<file path="src/rtl/mux_scan_controller.sv">
// Scan controller for a 16:1 MUX: walks all channels, assembles a 16-bit word, hands it off via valid/ready.
// Optional even-parity output is enabled with the MUX_SCAN_PARITY_EN macro.
module mux_scan_controller #(
  parameter int unsigned SETTLE_CYCLES = 1
) (
  input  logic        Clock_In,
  input  logic        Reset_In,
  input  logic        Start_In,
  input  logic        MUX_Data_In,
  input  logic        Word_Ready_In,
  output logic        Enable_Out,
  output logic [3:0]  Select_Out,
  output logic [15:0] Word_Out,
  output logic        Word_Valid_Out,
`ifdef MUX_SCAN_PARITY_EN
  output logic        Parity_Out,
`endif
  output logic        Busy_Out
);

  typedef enum logic [1:0] {
    IDLE = 2'd0,
    SCAN = 2'd1,
    DONE = 2'd2
  } state_e;

  localparam logic [3:0] SETTLE   = 4'(SETTLE_CYCLES);
  localparam logic [3:0] LAST_SEL = 4'd15;

  state_e      state_q, state_d;
  logic [3:0]  cnt_q, cnt_d;
  logic [3:0]  sel_q, sel_d;
  logic [15:0] cap_q, cap_d;
  logic [15:0] word_q, word_d;
  logic        en_q, en_d;
  logic        valid_q, valid_d;
  logic        busy_q, busy_d;
  logic        enter_scan;
  logic [15:0] word_full;
`ifdef MUX_SCAN_PARITY_EN
  logic        parity_q, parity_d;
`endif

  // The channel-15 sample goes straight into the delivered word, not via Cap.
  assign word_full = {MUX_Data_In, cap_q[14:0]};

  always_comb begin
    // NOTE: every next-state signal takes its hold value first so no path leaves it unassigned (no latches).
    state_d    = state_q;
    cnt_d      = cnt_q;
    sel_d      = sel_q;
    cap_d      = cap_q;
    word_d     = word_q;
    en_d       = en_q;
    valid_d    = valid_q;
    busy_d     = busy_q;
    enter_scan = 1'b0;
`ifdef MUX_SCAN_PARITY_EN
    parity_d   = parity_q;
`endif

    unique case (state_q)
      IDLE: begin
        if (Start_In) enter_scan = 1'b1;
      end

      SCAN: begin
        if (cnt_q != SETTLE) begin
          cnt_d = cnt_q + 4'd1;
        end else begin
          cap_d[sel_q] = MUX_Data_In;
          cnt_d        = 4'd0;
          if (sel_q != LAST_SEL) begin
            sel_d = sel_q + 4'd1;
          end else begin
            word_d  = word_full;
            valid_d = 1'b1;
            en_d    = 1'b0;
            sel_d   = 4'd0;
            state_d = DONE;
`ifdef MUX_SCAN_PARITY_EN
            parity_d = ^word_full;
`endif
          end
        end
      end

      DONE: begin
        if (valid_q && Word_Ready_In) begin
          valid_d = 1'b0;
          if (Start_In) begin
            enter_scan = 1'b1;
          end else begin
            state_d = IDLE;
            busy_d  = 1'b0;
          end
        end
      end

      default: state_d = IDLE;
    endcase

    // Shared entry actions from IDLE and from a DONE handshake with a new start.
    if (enter_scan) begin
      state_d = SCAN;
      sel_d   = 4'd0;
      cnt_d   = 4'd0;
      en_d    = 1'b1;
      busy_d  = 1'b1;
    end
  end

  // NOTE: sequential state uses non-blocking assignments so all registers update together at the edge.
  always_ff @(posedge Clock_In or posedge Reset_In) begin
    if (Reset_In) begin
      state_q  <= IDLE;
      cnt_q    <= 4'd0;
      sel_q    <= 4'd0;
      cap_q    <= 16'd0;
      word_q   <= 16'd0;
      en_q     <= 1'b0;
      valid_q  <= 1'b0;
      busy_q   <= 1'b0;
`ifdef MUX_SCAN_PARITY_EN
      parity_q <= 1'b0;
`endif
    end else begin
      state_q  <= state_d;
      cnt_q    <= cnt_d;
      sel_q    <= sel_d;
      cap_q    <= cap_d;
      word_q   <= word_d;
      en_q     <= en_d;
      valid_q  <= valid_d;
      busy_q   <= busy_d;
`ifdef MUX_SCAN_PARITY_EN
      parity_q <= parity_d;
`endif
    end
  end

  assign Enable_Out     = en_q;
  assign Select_Out     = sel_q;
  assign Word_Out       = word_q;
  assign Word_Valid_Out = valid_q;
  assign Busy_Out       = busy_q;
`ifdef MUX_SCAN_PARITY_EN
  assign Parity_Out     = parity_q;
`endif

endmodule

</file>
<file path="config.mk">
export PLATFORM = sky130hd
export DESIGN_NAME = mux_scan_controller
export DESIGN_NICKNAME = d
export VERILOG_FILES = /design/src/rtl/mux_scan_controller.sv
export SDC_FILE = /design/constraint.sdc
export NUM_CORES = 1
export LEC_CHECK = 0
export CORE_MARGIN = 4
export CORE_UTILIZATION = 35
export DETAILED_ROUTE_END_ITERATION = 16
export PLACE_DENSITY_LB_ADDON = 0.08
export SLEW_MARGIN = 20
export SYNTH_ARGS = -nofsm -noshare
export SYNTH_HDL_FRONTEND = slang
export SYNTH_SLANG_ARGS = --single-unit
</file>
<file path="constraint.sdc">
create_clock -name Clock_In -period 4.9 [get_ports Clock_In]
set_clock_uncertainty 0.2 [all_clocks]
set_input_delay 0.49 -clock Clock_In [delete_from_list [all_inputs] [get_ports Clock_In]]
set_output_delay 0.49 -clock Clock_In [all_outputs]
set_load 0.02 [all_outputs]
</file>
==> results.env, run 1 <==
RESULT_OF_THE_RUN='finished clean'
CTS_HTREE_LEVELS=2
FLOPS_LATCHES_SYNTH=44
SETUP-TNS-FINAL_NS=0
HOLD_VIOLATIONS=0
CLK_PIN_SLEW_WORST_PATHS_NS=0.08
YOSYSWARNINGS=0
CTS_SETUP_BUFFERS=0
DRT_PASS_1_ITERS=4
SYNTHFLOPTYPE='sky130_fd_sc_hd__dfrtp_1'
TIMING.CRITICAL_PATH.ARRIVAL_NS=2.66
YS_SEQ_AREA_SHARE_PCT=53.1
TIMING.CRITICAL_PATH.TO_TYPE='flop'
WORSTREGTOREGCELLS=5
WHS_PATH_DEPTH=1
CLOCK-SINKS=44
DRIVE_GT1_SHARE_PCT=22.1
CP-START-KIND='flop'
CLOCK_TREE.BUFFER_DEPTH=2
DIEAREA_MM2=0.00721
SYNTH_TOP_AREA_SHARE_PCT=53.1
GLOBALROUTETOTALUTIL_PCT=12.0
ANTENNA-DIODE-COUNT=0
FINAL-MAX-SLEW-VIOLATION-COUNT=0
CTSRESIZECOUNT=0
DP.FINAL_HPWL_MM=2.77
PLACEMENT_ROWS=27
DRT_FIRST_ITER_VIOLATIONS=29
HP-START='cap_q[9]'
DRCVIOLATIONCOUNT=0
YS_TOP_CELLS_BY_COUNT='sky130_fd_sc_hd__dfrtp_1, sky130_fd_sc_hd__mux2_2, sky130_fd_sc_hd__nand4_1, sky130_fd_sc_hd__inv_1, sky130_fd_sc_hd__nand3_1'
REG2REG_SLACK_NS=2.22
CPPEAKSTAGEDELAY_NS=0.86
PERIOD_SHARE_PCT=54.7
POSTLAYOUTCOREUTIL_PCT=44.2
MAXCLOCKFREQUENCY_GHz=0.373
CAP_VIOL_MAX_COUNT=0
FIN_NETS=205
POWER.DENSITY_CELL_AREA_mW_PER_MM2=485
DIE_WIDTH_UM=84.9
CELL_BY_CELL_TRACE_OF_THE_CRITICAL_PATH='inv_1, ha_1, or3b_4, nor3_4, mux2_2'
CTS_ROOT_BUF='sky130_fd_sc_hd__clkbuf_8'
WORST_SLEW_MARGIN_REL_PCT=32.4
YS_TOP_CELLS_BY_AREA='sky130_fd_sc_hd__dfrtp_1, sky130_fd_sc_hd__mux2_2, sky130_fd_sc_hd__mux2_4'
TOTAL_GLOBAL_ROUTING_OVERFLOW=0
FINAL.HOLD.WORST_SLACK_NS=0.304
SETUP_VIOL_COUNT_FINAL=0
CRITICAL_PATH.SLOWEST_CELL='sky130_fd_sc_hd__nor3_4'
PATH_CLASS='reg2reg'
SYNTH_MOST_COMMON_CELL='sky130_fd_sc_hd__dfrtp_1'
SYN_AREA_MM2=0.00207
CRITICAL_PATH.REG2REG.ENDPOINT='Word_Out[3]'
TIMING.HOLD.WORST_ENDPOINT='Word_Out[9]'
TRITONCTS='yes'
SYN-MEAN-INSTANCE-AREA_UM2=12.3
ROUTEDWLPERCELL_UM=15.0
SYNTH.LARGEST_AREA_CELL='sky130_fd_sc_hd__dfrtp_1'
MAXIMUM_NUMBER_OF_PINS_ON_ONE_NET_BEFORE_GLOBAL_ROUTE_REPAIR=45
ANTENNA_FOUND_INITIAL=0
TIMING.RR.START='cnt_q[1]'
GRT_FIRST_PASS_WIRELENGTH_MM=6.91
SYNTHTOLAYOUTAREAGROWTH_PCT=19.7
CELLLEAKAGEPOWER_uW=0.00108
FINAL_PERIOD_MINUS_WORST_SETUP_SLACK_NS=2.68
AVGVIACOUNTPERCELL=5.13
FLOORPLAN.CORE_AREA_MM2=0.00561
NUMBER_OF_GLOBAL_ROUTE_VIAS_BEFORE_REPAIR=1360
VDD_IR_DROP_MAX_mV=0.237
HOLD_CLASS='reg2reg'
GRT_SETUP_UNREPAIRED='no'
LAYOUT.FILLER_CELLS=541
WORSTSKEWPAIRLATENCY_NS=0.29
OVERALL_VIA_COUNT_FROM_DETAIL_ROUTE=1370
CRITICAL_PATH_REQUIRED_NS=4.88
TIMING_WORST_SLEW_PIN_VALUE_NS=1.01
POST_DETAILED_ROUTE_COUNT_OF_ANTENNA_VIOLATING_NETS=0
FINALWEIGHTEDCONGESTION=0.723
YOSYSUNIQUECELLTYPES=35
TOTALWIRELENGTH_MM=3.99
BUFFER_PORTS.INSERTED=27
CRITPATHMAXFANOUT=19
DIE_H_UM=84.9
IO-PIN-COUNT=28
SYNTHCELLS=169
POST_CTS_HOLD_BUFFERS=0
SYNTH_ENABLE_FLOP_CELLS=0
FLOORPLAN.INITIALDENSITY_PCT=36.9
POSTSYNTH.ASYNCRESETSHARE_PCT=100
CTS_INSERTED_BUFFERS=5
SYNTH.NET_COUNT=180
[layout by cell type (no fill, tap or decap), drive strengths merged, types with 2 or more instances in the layout]
cell type	n
nand3	9
mux2	31
inv	10
ha	6
dfrtp	44
nand3b	2
nand4	14
or4	2
clkbuf	8
nor2	2
a21oi	6
nand2	4
clkdlybuf4s50	27
a21o	2
nor3	4
o21ai	3
nand2b	3
nor2b	3
[routing by layer]
| metal | share of wire [%] | track usage, % |
|---|---|---|
| met5 | 0 | 0 |
| met3 | 4.0 | 3.69 |
| met4 | 1.4 | 3.88 |
| met2 | 43 | 17.4 |
| met1 | 51 | 17.1 |
[kinds of logic after synthesis]
| logic type | after synthesis | synth area share [%] |
|---|---|---|
| AOI/OAI and AO/OA | 21 | 6.64 |
| adders and majority gates | 6 | 3.62 |
| buffers and inverters | 20 | 4.29 |
| DFF | 44 | 53.1 |
| muxes | 32 | 18.6 |
| and+or+nand+nor | 46 | 13.7 |
[worst max-delay path, delay by kind of cell (launching register included)]
| family | cells | cell delay (ns) |
|---|---|---|
| adder cells (fa/ha/maj) | 1 | 0.14 |
| buffers and inverters | 1 | 0.08 |
| flip-flops | 1 | 0.40 |
| multiplexers | 1 | 0.42 |
| AND/OR/NAND/NOR | 2 | 1.32 |
[worst max path at each step]
stage / startpoint / slack (ns) / endpoint
after global placement: cnt_q[1] / 2.26 / Word_Out[11]
after global routing: cnt_q[1] / 2.06 / Word_Out[11]
final: cnt_q[1] / 2.22 / Word_Out[3]
after CTS: cnt_q[1] / 2.18 / Word_Out[3]
after detailed placement: cnt_q[1] / 2.19 / Word_Out[9]
after floorplan: cnt_q[1] / 2.72 / Word_Out[0]
[registers in the layout, summed over array words and instances, names as in the netlist]
register,cells
cnt_q,4
Select_Out,4
Busy_Out,1
state_q,2
Word_Out,16
Word_Valid_Out,1
cap_q,15
Enable_Out,1
[per-stage QoR]
step           setup slack (ns)  area (um2)  total power [uW]  instances
6_report                   2.22        2480              1200        267
2_1_floorplan              2.72        2070               849        169
5_1_grt                    2.06        2480              1300        267
4_1_cts                    2.18        2480              1220        267
3_5_place_dp               2.19        2390               982        259
3_3_place_gp               2.26        2390               964        259
[report_power, final]
part	switching [uW]	internal [uW]	leakage (uW)
clock network	115	115	0.0000455
logic	221	190	0.000473
registers	98.5	465	0.000566
[cell type report]
class	count	area (um2)	area share, %
Clock buffer	8	90.1	3.63
Inverter	10	37.5	1.51
Multi-Input combinational cell	105	885	35.7
Sequential cell	44	1100	44.4
Tap cell	72	90.1	3.63
Timing Repair Buffer	28	278	11.2
Note: power is estimated with default switching activity, not from simulation.
==> run 2, diff against run 1 <==
clock period = 2.4 ns   (was 4.9 ns; I/O delays follow)
==> run 2 against run 1 <==
Against the previous run:
- non-clock buffer count grew 5
- maximum frequency grew 21%
- via count grew 1.5%
- critical path type unchanged
- critical endpoint is now Word_Out[13]
- largest cell class unchanged
==> results.env, run 2 (same netlist as run 1, synthesis figures left out) <==
FINAL_COMMON_CELL='sky130_fd_sc_hd__dfrtp_1'
CTS_INSERTED_BUFFERS=5
MAXIMUM_NUMBER_OF_PINS_ON_ONE_NET_BEFORE_GLOBAL_ROUTE_REPAIR=45
GRT_FIRST_PASS_WIRELENGTH_MM=7.04
HOLD_VIOLATIONS=0
IO-PIN-COUNT=28
VDD_IR_DROP_MAX_mV=0.386
FLIP_FLOP_COUNT_OF_THE_LARGEST_REGISTER_AFTER_LAYOUT=16
BUFFER_PORTS.INSERTED=27
MAXCLOCKFREQUENCY_GHz=0.453
WORSTREGTOREGCELLS=6
TIMING_WORST_SLEW_PIN_VALUE_NS=0.573
CTS_SETUP_BUFFERS=0
TOTAL_MET3_WIRELENGTH_AFTER_DETAILED_ROUTING_UM=161
MOSTFREQUENTLAYOUTCELLS='sky130_fd_sc_hd__dfrtp_1, sky130_fd_sc_hd__clkdlybuf4s50_1, sky130_fd_sc_hd__mux2_2'
TRITONCTS='yes'
WORSTSKEWPAIRLATENCY_NS=0.29
TIMING.CRITICAL_PATH.TO_TYPE='flop'
CLK_PIN_SLEW_WORST_PATHS_NS=0.08
DIE_H_UM=84.9
ANTENNA-DIODE-COUNT=0
TOTAL_SWITCHING_POWER_uW=890
WORST_SLEW_MARGIN_REL_PCT=61.7
TIMING.CRITICAL_PATH.ARRIVAL_NS=2.18
DRIVE_GT1_SHARE_PCT=23.6
LAYOUT.FILLER_CELLS=529
TOP_LAYER_USED='met4'
FINALWEIGHTEDCONGESTION=0.728
DRT_PASS_1_ITERS=4
PROPORTION_OF_POWER_DRAWN_BY_FLIP_FLOPS_AND_LATCHES_PCT=47.2
CAP_VIOL_MAX_COUNT=0
CLOCK_TREE.BUFFER_DEPTH=2
ROUTEDWLPERCELL_UM=15.1
POWER.SHARE.SWITCHING_PCT=36.4
DP.FINAL_HPWL_MM=2.90
CRITICAL_PATH_REQUIRED_NS=2.38
DIE_WIDTH_UM=84.9
DRCVIOLATIONCOUNT=0
SETUP_VIOL_COUNT_FINAL=0
CTS_HTREE_LEVELS=2
OVERALL_VIA_COUNT_FROM_DETAIL_ROUTE=1391
SHARE_COMB_OF_TOTAL_POWER_PCT=35.2
TOTALWIRELENGTH_MM=4.08
TIMING.RR.START='cnt_q[1]'
CTS_ROOT_BUF='sky130_fd_sc_hd__clkbuf_8'
CRITPATHMAXFANOUT=12
CTSRESIZECOUNT=0
POST_CTS_HOLD_BUFFERS=0
DRT_FIRST_ITER_VIOLATIONS=82
GLOBALROUTETOTALUTIL_PCT=12.3
CP-START-KIND='flop'
GRT_SETUP_UNREPAIRED='no'
POWER.DENSITY_CELL_AREA_mW_PER_MM2=976
PATH_CLASS='reg2reg'
ANTENNA_FOUND_INITIAL=0
TIMING.CRITICAL_PATH.TO='Word_Out[13]'
PINT_uW=1550
DIEAREA_MM2=0.00721
RESULT_OF_THE_RUN='finished clean'
DRT-MET1-WL_MM=2.02
FINAL_PERIOD_MINUS_WORST_SETUP_SLACK_NS=2.21
SHARE_CLK_OF_TOTAL_POWER_PCT=17.6
FLOORPLAN.CORE_AREA_MM2=0.00561
FINAL-MAX-SLEW-VIOLATION-COUNT=0
SYNTHTOLAYOUTAREAGROWTH_PCT=20.8
CLOCK-SINKS=44
TIMING_STARTPOINT_OF_THE_CRITICAL_PATH='cnt_q[1]'
CRITICAL_PATH.REG2REG.ENDPOINT='Word_Out[13]'
POST-PLACE-CELLS=264
MET2ROUTEDLENGTH_MM=1.84
POST_DETAILED_ROUTE_COUNT_OF_ANTENNA_VIOLATING_NETS=0
LAYOUTNONFILLERINSTCOUNT=271
FLOORPLAN.INITIALDENSITY_PCT=36.9
CELLLEAKAGEPOWER_uW=0.00110
PLACEMENT_ROWS=27
HOLD_CLASS='in2async'
NUMBER_OF_GLOBAL_ROUTE_VIAS_BEFORE_REPAIR=1392
AVGVIACOUNTPERCELL=5.13
PERIOD_SHARE_PCT=92.0
FIN_NETS=210
SETUP-TNS-FINAL_NS=0
TOTAL_GLOBAL_ROUTING_OVERFLOW=0
REG2REG_SLACK_NS=0.19
-- run 2: cell count changes in the layout (fill, tap and decap cells not counted), sizes merged --
cell    before  now
buf          1    6
clkbuf       8    6
clkinv       0    1
-- run 2: worst min path at each step --
| stage | cells after the start | end | slack, ns | startpoint |
|---|---|---|---|---|
| after global routing | 3 | Word_Out[0] | 0.25 | Reset_In |
| after floorplan | 1 | Busy_Out | 0.19 | Start_In |
| after global placement | 1 | Word_Out[9] | 0.29 | cap_q[9] |
| after CTS | 3 | Word_Out[10] | 0.21 | Reset_In |
| final | 3 | Word_Out[0] | 0.19 | Reset_In |
| after detailed placement | 1 | Word_Out[0] | 0.29 | cap_q[0] |
-- run 2: power groups by stage --
stage | Sequential (uW) | Clock [uW] | Combinational, uW
6_report | 1150 | 430 | 860
4_1_cts | 1160 | 449 | 867
2_1_floorplan | 1150 | 0 | 586
3_5_place_dp | 1170 | 0 | 863
3_3_place_gp | 1150 | 0 | 841
5_1_grt | 1200 | 486 | 954
-- run 2: critical path: stages (launching register included) --
cell	delay (ns)
sky130_fd_sc_hd__dfrtp_1	0.40
sky130_fd_sc_hd__inv_1	0.08
sky130_fd_sc_hd__ha_1	0.16
sky130_fd_sc_hd__or3b_4	0.46
sky130_fd_sc_hd__nor3_4	0.25
sky130_fd_sc_hd__buf_4	0.23
sky130_fd_sc_hd__mux2_4	0.31
-- run 2: routing by layer --
layer / vias to the layer above / GRT usage [%]
met5: - / 0
met2: 28 / 17.7
met1: 684 / 17.2
met3: 7 / 3.69
met4: 0 / 4.60
li1: 672 / -
-- run 2: cell type report --
type | count | area (um2) | area share [%]
multi-input combinational | 105 | 882 | 35.2
sequential | 44 | 1100 | 44.0
clock inverter | 1 | 5.00 | 0.200
tap | 72 | 90.1 | 3.60
clock buffer | 6 | 72.6 | 2.90
timing repair buffer | 33 | 315 | 12.6
inverter | 10 | 37.5 | 1.50
-- run 2: metrics by stage --
step                      power [uW]  instance area (um2)  setup WS (ns)  hold slack [ns]  util, %
final                           2440                 2500          0.192            0.188     44.6
after global routing            2640                 2500         0.0935            0.249     44.6
after CTS                       2470                 2500          0.191            0.213     44.6
after detailed placement        2030                 2430          0.221            0.291     43.3
after global placement          1990                 2430          0.293            0.290     43.3
after floorplan                 1730                 2070          0.218            0.188        -
==> run 3, diff against run 2 <==
CTS_CLUSTER_DIAMETER = 150   (was unset)
PLACE_DENSITY = 0.54   (was unset)
PLACE_DENSITY_LB_ADDON = unset   (was 0.08)
==> run 3 against run 2 <==
Against the previous run:
- sequential power hardly changed
- hold slack improved by 0.0047 ns
- flip-flop and latch count unchanged
- combinational power hardly changed
- sequential share of layout area is 0.088 points lower
- design area up 0.20%
- via count increased by 0.72%
- routed wire length shrank 2.0%
- die area did not move
- global-route usage fell by 0.37 points
- total power increased by 1.6%
- first-iteration DRC count down 32%
==> results.env, run 3 (same netlist as run 1, synthesis figures left out) <==
CTS_ROOT_BUF='sky130_fd_sc_hd__clkbuf_8'
GRT_SETUP_UNREPAIRED='no'
GLOBALROUTETOTALUTIL_PCT=11.9
CTS_SETUP_BUFFERS=0
POST_DP_CELL_AREA_MM2=0.00242
TOTAL_GLOBAL_ROUTING_OVERFLOW=0
FINAL_PERIOD_MINUS_WORST_SETUP_SLACK_NS=2.18
DIE_H_UM=84.9
TRITONCTS='yes'
AVGVIACOUNTPERCELL=5.17
GRT_FIRST_PASS_WIRELENGTH_MM=6.84
FLOORPLAN.CORE_AREA_MM2=0.00561
CRITICAL_PATH_REQUIRED_NS=2.38
WORSTSKEWPAIRLATENCY_NS=0.29
FIN_NETS=209
CTS_HTREE_LEVELS=2
PRECTSSETUPSLACK_NS=0.209
SETUP_VIOL_COUNT_FINAL=0
POWER.DENSITY_CELL_AREA_mW_PER_MM2=989
HOLD_CLASS='in2async'
ANTENNA_FOUND_INITIAL=0
PERIOD_SHARE_PCT=91.0
ROUTEDWLPERCELL_UM=14.8
BUFFER_PORTS.INSERTED=27
FINAL-MAX-SLEW-VIOLATION-COUNT=0
TIMING_STARTPOINT_OF_THE_CRITICAL_PATH='cnt_q[1]'
CRITPATHMAXFANOUT=12
LAYOUTNONFILLERINSTCOUNT=271
CTS_INSERTED_BUFFERS=5
FINAL_AREA_MM2=0.00251
CAP_VIOL_MAX_COUNT=0
DIE_WIDTH_UM=84.9
DRIVE_GT1_SHARE_PCT=23.1
DIEAREA_MM2=0.00721
FINAL_COMMON_CELL='sky130_fd_sc_hd__dfrtp_1'
POST-PLACE-CELLS=263
CLK_PIN_SLEW_WORST_PATHS_NS=0.08
CTSRESIZECOUNT=0
HOLD_VIOLATIONS=0
CRITPATHBUFINV=2
CP-START-KIND='flop'
VDD_IR_DROP_MAX_mV=0.360
TIMING.RR.START='cnt_q[1]'
ANTENNA-DIODE-COUNT=0
DRT_FIRST_ITER_VIOLATIONS=56
DRCVIOLATIONCOUNT=0
CPPEAKSTAGEDELAY_NS=0.46
DP.FINAL_HPWL_MM=2.78
PATH_CLASS='reg2reg'
RESULT_OF_THE_RUN='finished clean'
POST_CTS_HOLD_BUFFERS=0
LAYOUT.FILLER_CELLS=530
SYNTHTOLAYOUTAREAGROWTH_PCT=21.1
FLOORPLAN.INITIALDENSITY_PCT=36.9
POST_DETAILED_ROUTE_COUNT_OF_ANTENNA_VIOLATING_NETS=0
MAXCLOCKFREQUENCY_GHz=0.458
CELLLEAKAGEPOWER_uW=0.00110
SETUP-TNS-FINAL_NS=0
FINALWEIGHTEDCONGESTION=0.742
IO-PIN-COUNT=28
CLOCK_TREE.BUFFER_DEPTH=2
CLOCK-SINKS=44
PLACEMENT_ROWS=27
DRT_PASS_1_ITERS=4
NUMBER_OF_GLOBAL_ROUTE_VIAS_BEFORE_REPAIR=1369
FLIP_FLOP_COUNT_OF_THE_LARGEST_REGISTER_AFTER_LAYOUT=16
CRITICAL_PATH.SLOWEST_CELL='sky130_fd_sc_hd__or3b_4'
MOSTFREQUENTLAYOUTCELLS='sky130_fd_sc_hd__dfrtp_1, sky130_fd_sc_hd__clkdlybuf4s50_1, sky130_fd_sc_hd__mux2_2'
MAXIMUM_NUMBER_OF_PINS_ON_ONE_NET_BEFORE_GLOBAL_ROUTE_REPAIR=45
TIMING_WORST_SLEW_PIN_VALUE_NS=0.565
TIMING.CRITICAL_PATH.ARRIVAL_NS=2.16
OVERALL_VIA_COUNT_FROM_DETAIL_ROUTE=1401
FINAL_WS_SETUP_NS=0.215
CELL_BY_CELL_TRACE_OF_THE_CRITICAL_PATH='inv_1, ha_1, or3b_4, nor3_4, buf_4, mux2_2'
WORST_SLEW_MARGIN_REL_PCT=62.4
TIMING.CRITICAL_PATH.TO_TYPE='flop'
CP_TOP_FAMILY='simple AND/OR/NAND/NOR gates'
TOTALWIRELENGTH_MM=4.00
## run 3: worst min-delay path, stage by stage
cell	delay (ns)
sky130_fd_sc_hd__clkdlybuf4s50_1	0.40
sky130_fd_sc_hd__inv_1	0.05
sky130_fd_sc_hd__buf_4	0.46
## run 3: through the flow
stage	hold slack, ns	power (uW)	utilization (%)
finish	0.192	2480	44.7
global placement	0.284	1990	43.1
floorplan	0.188	1730	-
detailed placement	0.295	2030	43.1
CTS	0.213	2510	44.7
global route	0.255	2660	44.7
## run 3: where the power goes
group          switching (uW)  total, uW  internal, uW
registers                 200       1150           950
clock network             234        469           235
logic                     456        861           405
## run 3: final timing paths
kind	end	slack [ns]	cells past startpoint
hold / removal	Word_Out[15]	0.19	3
min in group Clock_In	Word_Out[0]	0.31	1
max in group asynchronous	cap_q[8]	1.42	3
hold reg to reg	Word_Out[0]	0.31	1
setup / recovery	Word_Out[7]	0.22	6
setup reg to reg	Word_Out[7]	0.22	6
## run 3: cell type report
type / instances / area, um2 / area share (%)
sequential: 44 / 1100 / 43.9
multi-input combinational: 105 / 882 / 35.2
inverter: 10 / 37.5 / 1.50
clock buffer: 8 / 90.1 / 3.59
timing repair buffer: 32 / 308 / 12.3
tap: 72 / 90.1 / 3.59
## run 3: per-layer routing
layer  share of wire, %  GRT usage (%)
met5                  0              0
met4               0.65           3.45
met1                 49           16.5
met3                5.6           4.08
met2                 45           17.6
